File: config.mk
export PLATFORM = sky130hd
export DESIGN_NAME = octave_tone_gen
export DESIGN_NICKNAME = d
export VERILOG_FILES = /design/src/rtl/octave_tone_gen_pkg.sv /design/src/rtl/octave_tone_gen_octave_ctrl.sv /design/src/rtl/octave_tone_gen.sv
export SDC_FILE = /design/constraint.sdc
export NUM_CORES = 1
export LEC_CHECK = 0
export CORE_ASPECT_RATIO = 1.2
export CORE_MARGIN = 3
export CORE_UTILIZATION = 57
export DETAILED_ROUTE_END_ITERATION = 8
export HOLD_SLACK_MARGIN = 0.08
export PLACE_DENSITY = 0.91
export SYNTH_ARGS = -nofsm -noshare
export SYNTH_HDL_FRONTEND = slang
export SYNTH_SLANG_ARGS = --single-unit
File: constraint.sdc
create_clock -name clk -period 5.5 [get_ports clk]
set_input_delay 0.825 -clock clk [delete_from_list [all_inputs] [get_ports clk]]
set_output_delay 0.825 -clock clk [all_outputs]
set_load 0.1 [all_outputs]
File: src/rtl/octave_tone_gen_pkg.sv
// Shared constants, FSM encoding and scaling helpers for the octave tone generator.
// Pure combinational helpers, no latency of their own.
// No flow control; values are consumed by the top and the octave controller.
package octave_tone_gen_pkg;

  localparam int RELOAD_W   = 20;
  localparam int FREQ_W     = 23;
  localparam int BASE_SHIFT = 2;

  localparam logic [2:0] OCT_MIN = 3'd3;
  localparam logic [2:0] OCT_MAX = 3'd7;
  localparam logic [2:0] OCT_RST = 3'd4;

  typedef enum logic [1:0] {
    IDLE    = 2'd0,
    PLAY    = 2'd1,
    RELEASE = 2'd2
  } state_t;

  // Half-period reload at the given octave; the mux value is defined at OCT_RST.
  // The top octave runs above the mux's base pitch, hence the single right shift.
  function automatic logic [RELOAD_W-1:0] scale_half(input logic [RELOAD_W-1:0] reload,
                                                     input logic [2:0]          oct);
    int sh;
    sh = BASE_SHIFT + int'(OCT_RST) - int'(oct);
    if (sh >= 0) begin
      return reload << sh;
    end
    return reload >> 1;
  endfunction

  // Displayed frequency x1000 at the given octave; octave 3 halves the base value.
  function automatic logic [FREQ_W-1:0] scale_freq(input logic [RELOAD_W-1:0] freq,
                                                   input logic [2:0]          oct);
    logic [FREQ_W-1:0] fw;
    fw = {{(FREQ_W-RELOAD_W){1'b0}}, freq};
    if (oct >= OCT_RST) begin
      return fw << (oct - OCT_RST);
    end
    return fw >> 1;
  endfunction

endpackage

File: src/rtl/octave_tone_gen_octave_ctrl.sv
// Octave selector: rising-edge detect on up/down keys, saturating octave register.
// Latency: octave and check_octave_seven update the cycle after a key edge.
// No backpressure; key levels are sampled every cycle.
module octave_ctrl
  import octave_tone_gen_pkg::*;
(
  input  logic       clk,
  input  logic       rst_n,
  input  logic       oct_up,
  input  logic       oct_down,
  output logic [2:0] octave,
  output logic       check_octave_seven
);

  logic       up_prev_q, up_prev_d;
  logic       down_prev_q, down_prev_d;
  logic [2:0] octave_q, octave_d;
  logic       chk7_q, chk7_d;
  logic       up_edge, down_edge;

  // Edge detection and saturating step; simultaneous up and down edges cancel.
  always_comb begin
    up_prev_d   = oct_up;
    down_prev_d = oct_down;
    up_edge     = oct_up & ~up_prev_q;
    down_edge   = oct_down & ~down_prev_q;
    octave_d    = octave_q;
    if (up_edge && !down_edge && (octave_q != OCT_MAX)) begin
      octave_d = octave_q + 3'd1;
    end else if (down_edge && !up_edge && (octave_q != OCT_MIN)) begin
      octave_d = octave_q - 3'd1;
    end
    chk7_d = (octave_d == OCT_MAX);
  end

  // Key history, octave and top-octave flag registers.
  always_ff @(posedge clk or negedge rst_n) begin
    if (!rst_n) begin
      up_prev_q   <= 1'b0;
      down_prev_q <= 1'b0;
      octave_q    <= OCT_RST;
      chk7_q      <= 1'b0;
    end else begin
      up_prev_q   <= up_prev_d;
      down_prev_q <= down_prev_d;
      octave_q    <= octave_d;
      chk7_q      <= chk7_d;
    end
  end

  assign octave             = octave_q;
  assign check_octave_seven = chk7_q;

endmodule

File: src/rtl/octave_tone_gen.sv
// Octave-shifted square-wave tone generator with glitch-free period-boundary updates.
// Latency: tone starts high one cycle after a key appears; freq_milli is registered (1 cycle).
// No backpressure; pitch/octave changes wait for the next full-period boundary.
module octave_tone_gen
  import octave_tone_gen_pkg::*;
(
  input  logic                clk,
  input  logic                rst_n,
  input  logic [RELOAD_W-1:0] note_reload,
  input  logic [RELOAD_W-1:0] note_freq,
  input  logic                oct_up,
  input  logic                oct_down,
  output logic                tone_out,
  output logic                busy,
  output logic [2:0]          octave,
  output logic                check_octave_seven,
  output logic [FREQ_W-1:0]   freq_milli
);

  localparam logic [RELOAD_W-1:0] ONE = {{(RELOAD_W-1){1'b0}}, 1'b1};

  state_t              state_q, state_d;
  logic [RELOAD_W-1:0] cnt_q, cnt_d;
  logic [RELOAD_W-1:0] act_half_q, act_half_d;
  logic                tone_q, tone_d;
  logic [FREQ_W-1:0]   freq_q, freq_d;
  logic [RELOAD_W-1:0] half;
  logic                key_on;
  logic                low_end;

  octave_ctrl u_octave_ctrl (
    .clk                (clk),
    .rst_n              (rst_n),
    .oct_up             (oct_up),
    .oct_down           (oct_down),
    .octave             (octave),
    .check_octave_seven (check_octave_seven)
  );

  // Scaling, displayed frequency and tone FSM; a new half value is only taken
  // when a period starts, so a running half-period is never shortened or split.
  always_comb begin
    half       = scale_half(note_reload, octave);
    key_on     = (note_reload != '0);
    freq_d     = key_on ? scale_freq(note_freq, octave) : '0;
    low_end    = (cnt_q == '0) && !tone_q;
    state_d    = state_q;
    cnt_d      = cnt_q;
    act_half_d = act_half_q;
    tone_d     = tone_q;
    unique case (state_q)
      IDLE: begin
        tone_d = 1'b0;
        if (key_on) begin
          state_d    = PLAY;
          act_half_d = half;
          cnt_d      = half - ONE;
          tone_d     = 1'b1;
        end
      end
      PLAY, RELEASE: begin
        if (low_end) begin
          // Full-period boundary: start the next period or fall silent.
          if (key_on) begin
            state_d    = PLAY;
            act_half_d = half;
            cnt_d      = half - ONE;
            tone_d     = 1'b1;
          end else begin
            state_d = IDLE;
            cnt_d   = '0;
            tone_d  = 1'b0;
          end
        end else begin
          if (cnt_q == '0) begin
            tone_d = 1'b0;
            cnt_d  = act_half_q - ONE;
          end else begin
            cnt_d = cnt_q - ONE;
          end
          if ((state_q == PLAY) && !key_on) begin
            state_d = RELEASE;
          end
        end
      end
      default: begin
        state_d = IDLE;
        cnt_d   = '0;
        tone_d  = 1'b0;
      end
    endcase
  end

  // FSM, counter, tone and frequency registers.
  always_ff @(posedge clk or negedge rst_n) begin
    if (!rst_n) begin
      state_q    <= IDLE;
      cnt_q      <= '0;
      act_half_q <= '0;
      tone_q     <= 1'b0;
      freq_q     <= '0;
    end else begin
      state_q    <= state_d;
      cnt_q      <= cnt_d;
      act_half_q <= act_half_d;
      tone_q     <= tone_d;
      freq_q     <= freq_d;
    end
  end

  assign tone_out   = tone_q;
  assign busy       = (state_q != IDLE);
  assign freq_milli = freq_q;

endmodule

[Word level (Yosys, flattened, before mapping)]
Index checks and enable logic that the tools add are counted.
Storage, ports and cells
  memory bits (read-only): 0
  output and inout port bits: 29
  flip-flop bits (word level): 72
  input port bits: 44
  latch bits: 0
  bits in writable memories: 0
  memories kept: 0
Cells by class
  div/mod/pow operators: 0
  equal/unequal tests: 9
  add/subtract/negate cells: 7
  multiply operators: 0
  reduce and logical (&&, ||, !) cells: 18
  order comparisons: 2
  bitwise operators: 4
  muxes and demuxes: 26
  shift-type cells: 2
Operators by type and width (number)
  $mux W20: 8
  $pmux W20 S2: 2
  $mux W23: 3
  $sub A20 B1 Y20 const B: 3
  $shl A20 B32 Y20: 1
  $shl A20 B3 Y23: 1
  $logic_not A20 Y1: 1
  $reduce_bool A20 Y1: 1
  $ne A3 B3 Y1 const B: 3
  $logic_and A1 B1 Y1: 6
  $mux W1: 6
  $mux W2: 3
  $mux W3: 2
  $ge A4 B1 Y1 const B: 1
  $logic_not A1 Y1: 4
  $ne A2 B2 Y1 const B: 2
  $pmux W2 S2: 1
  $reduce_and A2 Y1: 2
  $reduce_bool A2 Y1: 2
  $sub A3 B3 Y4 const A: 1
  $add A3 B1 Y3 const B: 1
  $eq A3 B3 Y1 const B: 1
  $ge A3 B3 Y1 const B: 1
  $ne A3 B2 Y1 const B: 1
  other kinds (9): 11

[Longest topological paths before layout]
  depth after elaboration: 8
  mapped depth: 16
  depth with buffers taken out: 13

[Hierarchy]
A second synthesis with hierarchy kept.
Unflattened totals
  cell total of the unflattened synthesis: 706
  area, all modules: 5915.7 µm²
Modules (own cells, without submodules)
  octave_tone_gen: instances 1, cells an instance 671, area each 5512.8 µm², sequential area each 1651.6 µm²
  octave_ctrl: instances 1, cells an instance 35, area each 402.9 µm², sequential area each 151.4 µm²

[Worst setup path before layout]
OpenSTA, ideal clock, no wires.
  path type: reg2reg
  start point: reg u_octave_ctrl.octave_q[0] (netlist: u_octave_ctrl.octave[0])
  end point: reg cnt_q[13]
  stages on the path, launching flop included: 15
  data arrival time: 4.284 ns
  required time: 5.380 ns
  library setup time: 0.120 ns
  setup slack: 1.097 ns
  path through: dfrtp_1 > buf_2 > inv_1 > clkbuf_1 > ha_1 > buf_6 > inv_4 > mux4_2 > a221o_1 > nor4_4 > and3_1 > buf_6 > nand2_4 > or4_1 > a31o_1
On the way
  longest elaborated chain between the ends: 8
Ends and longest elaborated chain
  start, declared: line octave_tone_gen_octave_ctrl.sv:17  | logic [2:0] octave_q, octave_d;
  start signal, assigned: line octave_tone_gen_octave_ctrl.sv:46  | octave_q <= octave_d;
  $sub A3 B3 Y4 (*): line octave_tone_gen_pkg.sv:25  | sh = BASE_SHIFT + int'(OCT_RST) - int'(oct);
  $shl A20 B32 Y20 / $ge A4 B1 Y1 (equally long branches): line octave_tone_gen_pkg.sv:27, octave_tone_gen_pkg.sv:26
  $mux W20 / $mux W1 (equally long branches): line octave_tone_gen_pkg.sv:26  | if (sh >= 0) begin
  $mux W20 (*): line octave_tone_gen_pkg.sv:29  | return reload >> 1;
  $sub A20 B1 Y20 (*): line octave_tone_gen.sv:57, octave_tone_gen.sv:67
  $mux W20: line octave_tone_gen.sv:64  | if (key_on) begin
  $mux W20: line octave_tone_gen.sv:62  | if (low_end) begin
  $pmux W20 S2 (*): line octave_tone_gen.sv:51  | unique case (state_q)
  end signal, assigned: line octave_tone_gen.sv:104  | cnt_q <= cnt_d;
  end, declared: line octave_tone_gen.sv:23  | logic [RELOAD_W-1:0] cnt_q, cnt_d;
Every way passes the cells marked *; elsewhere a longest branch is shown, timed or not. The select of a mux whose other input is x is not followed.
A chain may end at the register's enable or synchronous reset.

[Worst setup path in the final report]
  start point: reg u_octave_ctrl.octave_q[2] (netlist: u_octave_ctrl.octave[2])
  end point: reg cnt_q[16]
Same word-level chain as after synthesis.

==> metrics <==
GRT Overall Usage 30.6%; first-pass GRT wire length 28000 µm; DR vias 5743; Syn Area/Cell 8.95 µm²; root buffer cell clkbuf_16; Synth Warn # 0; CTS buffer count 9; worst-path maximum fanout 38; CP arrival 4.89 ns; initial core utilization 59.7%; critical path's slowest cell dfstp_2; crit end category flop; Yosys reg bits 72; Die ar. 11400 µm²; Yosys top cell area share 30.6%; Largest stage delay, worst path 1.06 ns; Slew Viols, Final 0; worst skew pair latency 0.34 ns; post-DP HPWL 12400 µm; Netlist cell types 79; setup tns final 0 ns; via/cell ratio 6.94; antenna violations before repair 0; Routed Antenna Nets 0; period utilisation layout 85.2%; most frequent cell after synthesis dfrtp_1; vias in the first global route 5452; fin worst setup slack 0.812 ns; share of layout cells above drive strength 1 9.93%; Die X 98.1 µm; min Tclk post-route 4.69 ns; remaining global-route overflow 0; final hold violation count 0; part of the Yosys area used for sequential elements 31.1%; Final Wtd Congestion 0.997; DRC errors left 0; fraction of registers with async set/reset 100%; Crit Path Class flop to flop; Post-CTS Setup Bufs 0; final setup violation count 0; Rows 39; Mapped Area 5800 µm²; area delta synth->final 18.4%; chip height 117 µm; Mapped Cells 648; most common library cells after synthesis dfrtp_1 (71), nor2_1 (62), nand2_1 (59); final WL 17300 µm; Pre-antenna DRT Iters 7; r2r setup slk 0.81 ns; CTS tree done; largest cells by area after synthesis dfrtp_1 (31%), mux4_2 (8.2%), mux2i_1 (4.7%), nor2_1 (4.0%), a21oi_1 (4.0%); worst clock skew 0.00746 ns; number of synthesized flops with an enable pin 0; CTS Sinks 72; Antenna Cells 0; Worst Setup Start Kind flop; CP delay by family, top simple AND/OR/NAND/NOR gates; Worst Tran Pin Value 1.01 ns; Yosys top cell by area dfrtp_1; Setup WS pre-CTS 1.04 ns; Mapped Nets 702; status complete, no violations; Critical Path RT 5.70 ns; Max clock buf depth 2; RSZ-0062 raised after global routing no; post-DR wirelength/cell 20.9 µm; largest net degree at the start of global routing 73; post_cts resized 0; Hold-fix buffers, CTS 0; Reg clk slew, reported paths 0.06 ns; fmax 0.213 GHz; Main synth FF type dfrtp_1; # nets final 754; Buf+Inv Stages, Crit Path 3; PortBufs 72; Starting DRT DRC Count 578; Core ar. 9710 µm²; Critical Path, Cell by Cell inv_1 -> ha_1 -> clkinv_1 -> buf_4 -> and3_1 -> a21oi_1 -> o211ai_1 -> nor4_1 -> nor4b_1 -> xnor2_1 -> o21ai_1; Top-Level Pins 73; max_cap viols 0; number of fillers in the final layout 676; max_slew headroom 32.5%; Hold Crit Class flop to flop; CTS H-tree lvls 3
==> cells in the final DEF (no fill, tap or decap), types with 12 or more instances in the layout <==
master and n:
nor4_1 17, nor2_1 62, o21ai_0 22, nor3_1 17, o21ai_1 17, a21oi_1 46, clkdlybuf4s50_1 71, dfrtp_1 70
mux4_2 21, xnor2_1 19, mux2i_1 27, inv_1 12, nand2_1 59
==> path summary, 6_finish.rpt <==
kind                                               from                 endpoint  cells after the start
worst max-delay path            u_octave_ctrl.octave[2]                cnt_q[16]                     11
worst min-delay path                     act_half_q[10]           act_half_q[10]                      1
max in group asynchronous                         rst_n  u_octave_ctrl.octave[0]                      2
worst max register to register  u_octave_ctrl.octave[2]                cnt_q[16]                     11
worst min register to register           act_half_q[10]           act_half_q[10]                      1
min in group asynchronous                         rst_n           act_half_q[19]                      2
==> kinds of logic after synthesis <==
group,share of synthesized area [%]
flops,31.1
xor+xnor,3.77
compound gates,22.0
mux,16.1
buf+inv,4.16
simple gates,20.8
fa+ha+maj,2.16
==> metal layers <==
layer	part of all wire, %	vias to the layer above	global-route usage, %
met5	0	-	0
met4	3.0	0	11.9
met3	9.1	61	4.90
met2	50	349	53.6
met1	38	2759	38.4
li1	-	2574	-
==> area by class of cell <==
type / count / area (µm²) / share of cell area, %
clock inverter: 5 / 62.6 / 0.911
inverter: 14 / 55.1 / 0.802
timing repair buffer: 80 / 776 / 11.3
sequential: 72 / 1800 / 26.3
tap: 123 / 154 / 2.24
clock buffer: 11 / 253 / 3.68
multi-input combinational: 523 / 3760 / 54.8
==> metrics by stage <==
step	cell area [µm²]	utilization, %	hold slack [ns]	cells
after floorplan	5800	-	0.472	648
after global placement	6550	67.5	0.510	812
after detailed placement	6550	67.5	0.514	812
after CTS	6870	70.7	0.528	828
after global routing	6870	70.7	0.547	828
final	6870	70.7	0.526	828
==> registers in the layout, summed over array words and instances (netlist names) <==
register,count
freq_milli,23
act_half_q,20
cnt_q,20
u_octave_ctrl.octave,3
state_q,2
tone_out,1
u_octave_ctrl.check_octave_seven,1
u_octave_ctrl.down_prev_q,1
u_octave_ctrl.up_prev_q,1
Power is not shown: default switching activity piles up to over one toggle a cycle in this logic, so the estimate is an artifact.
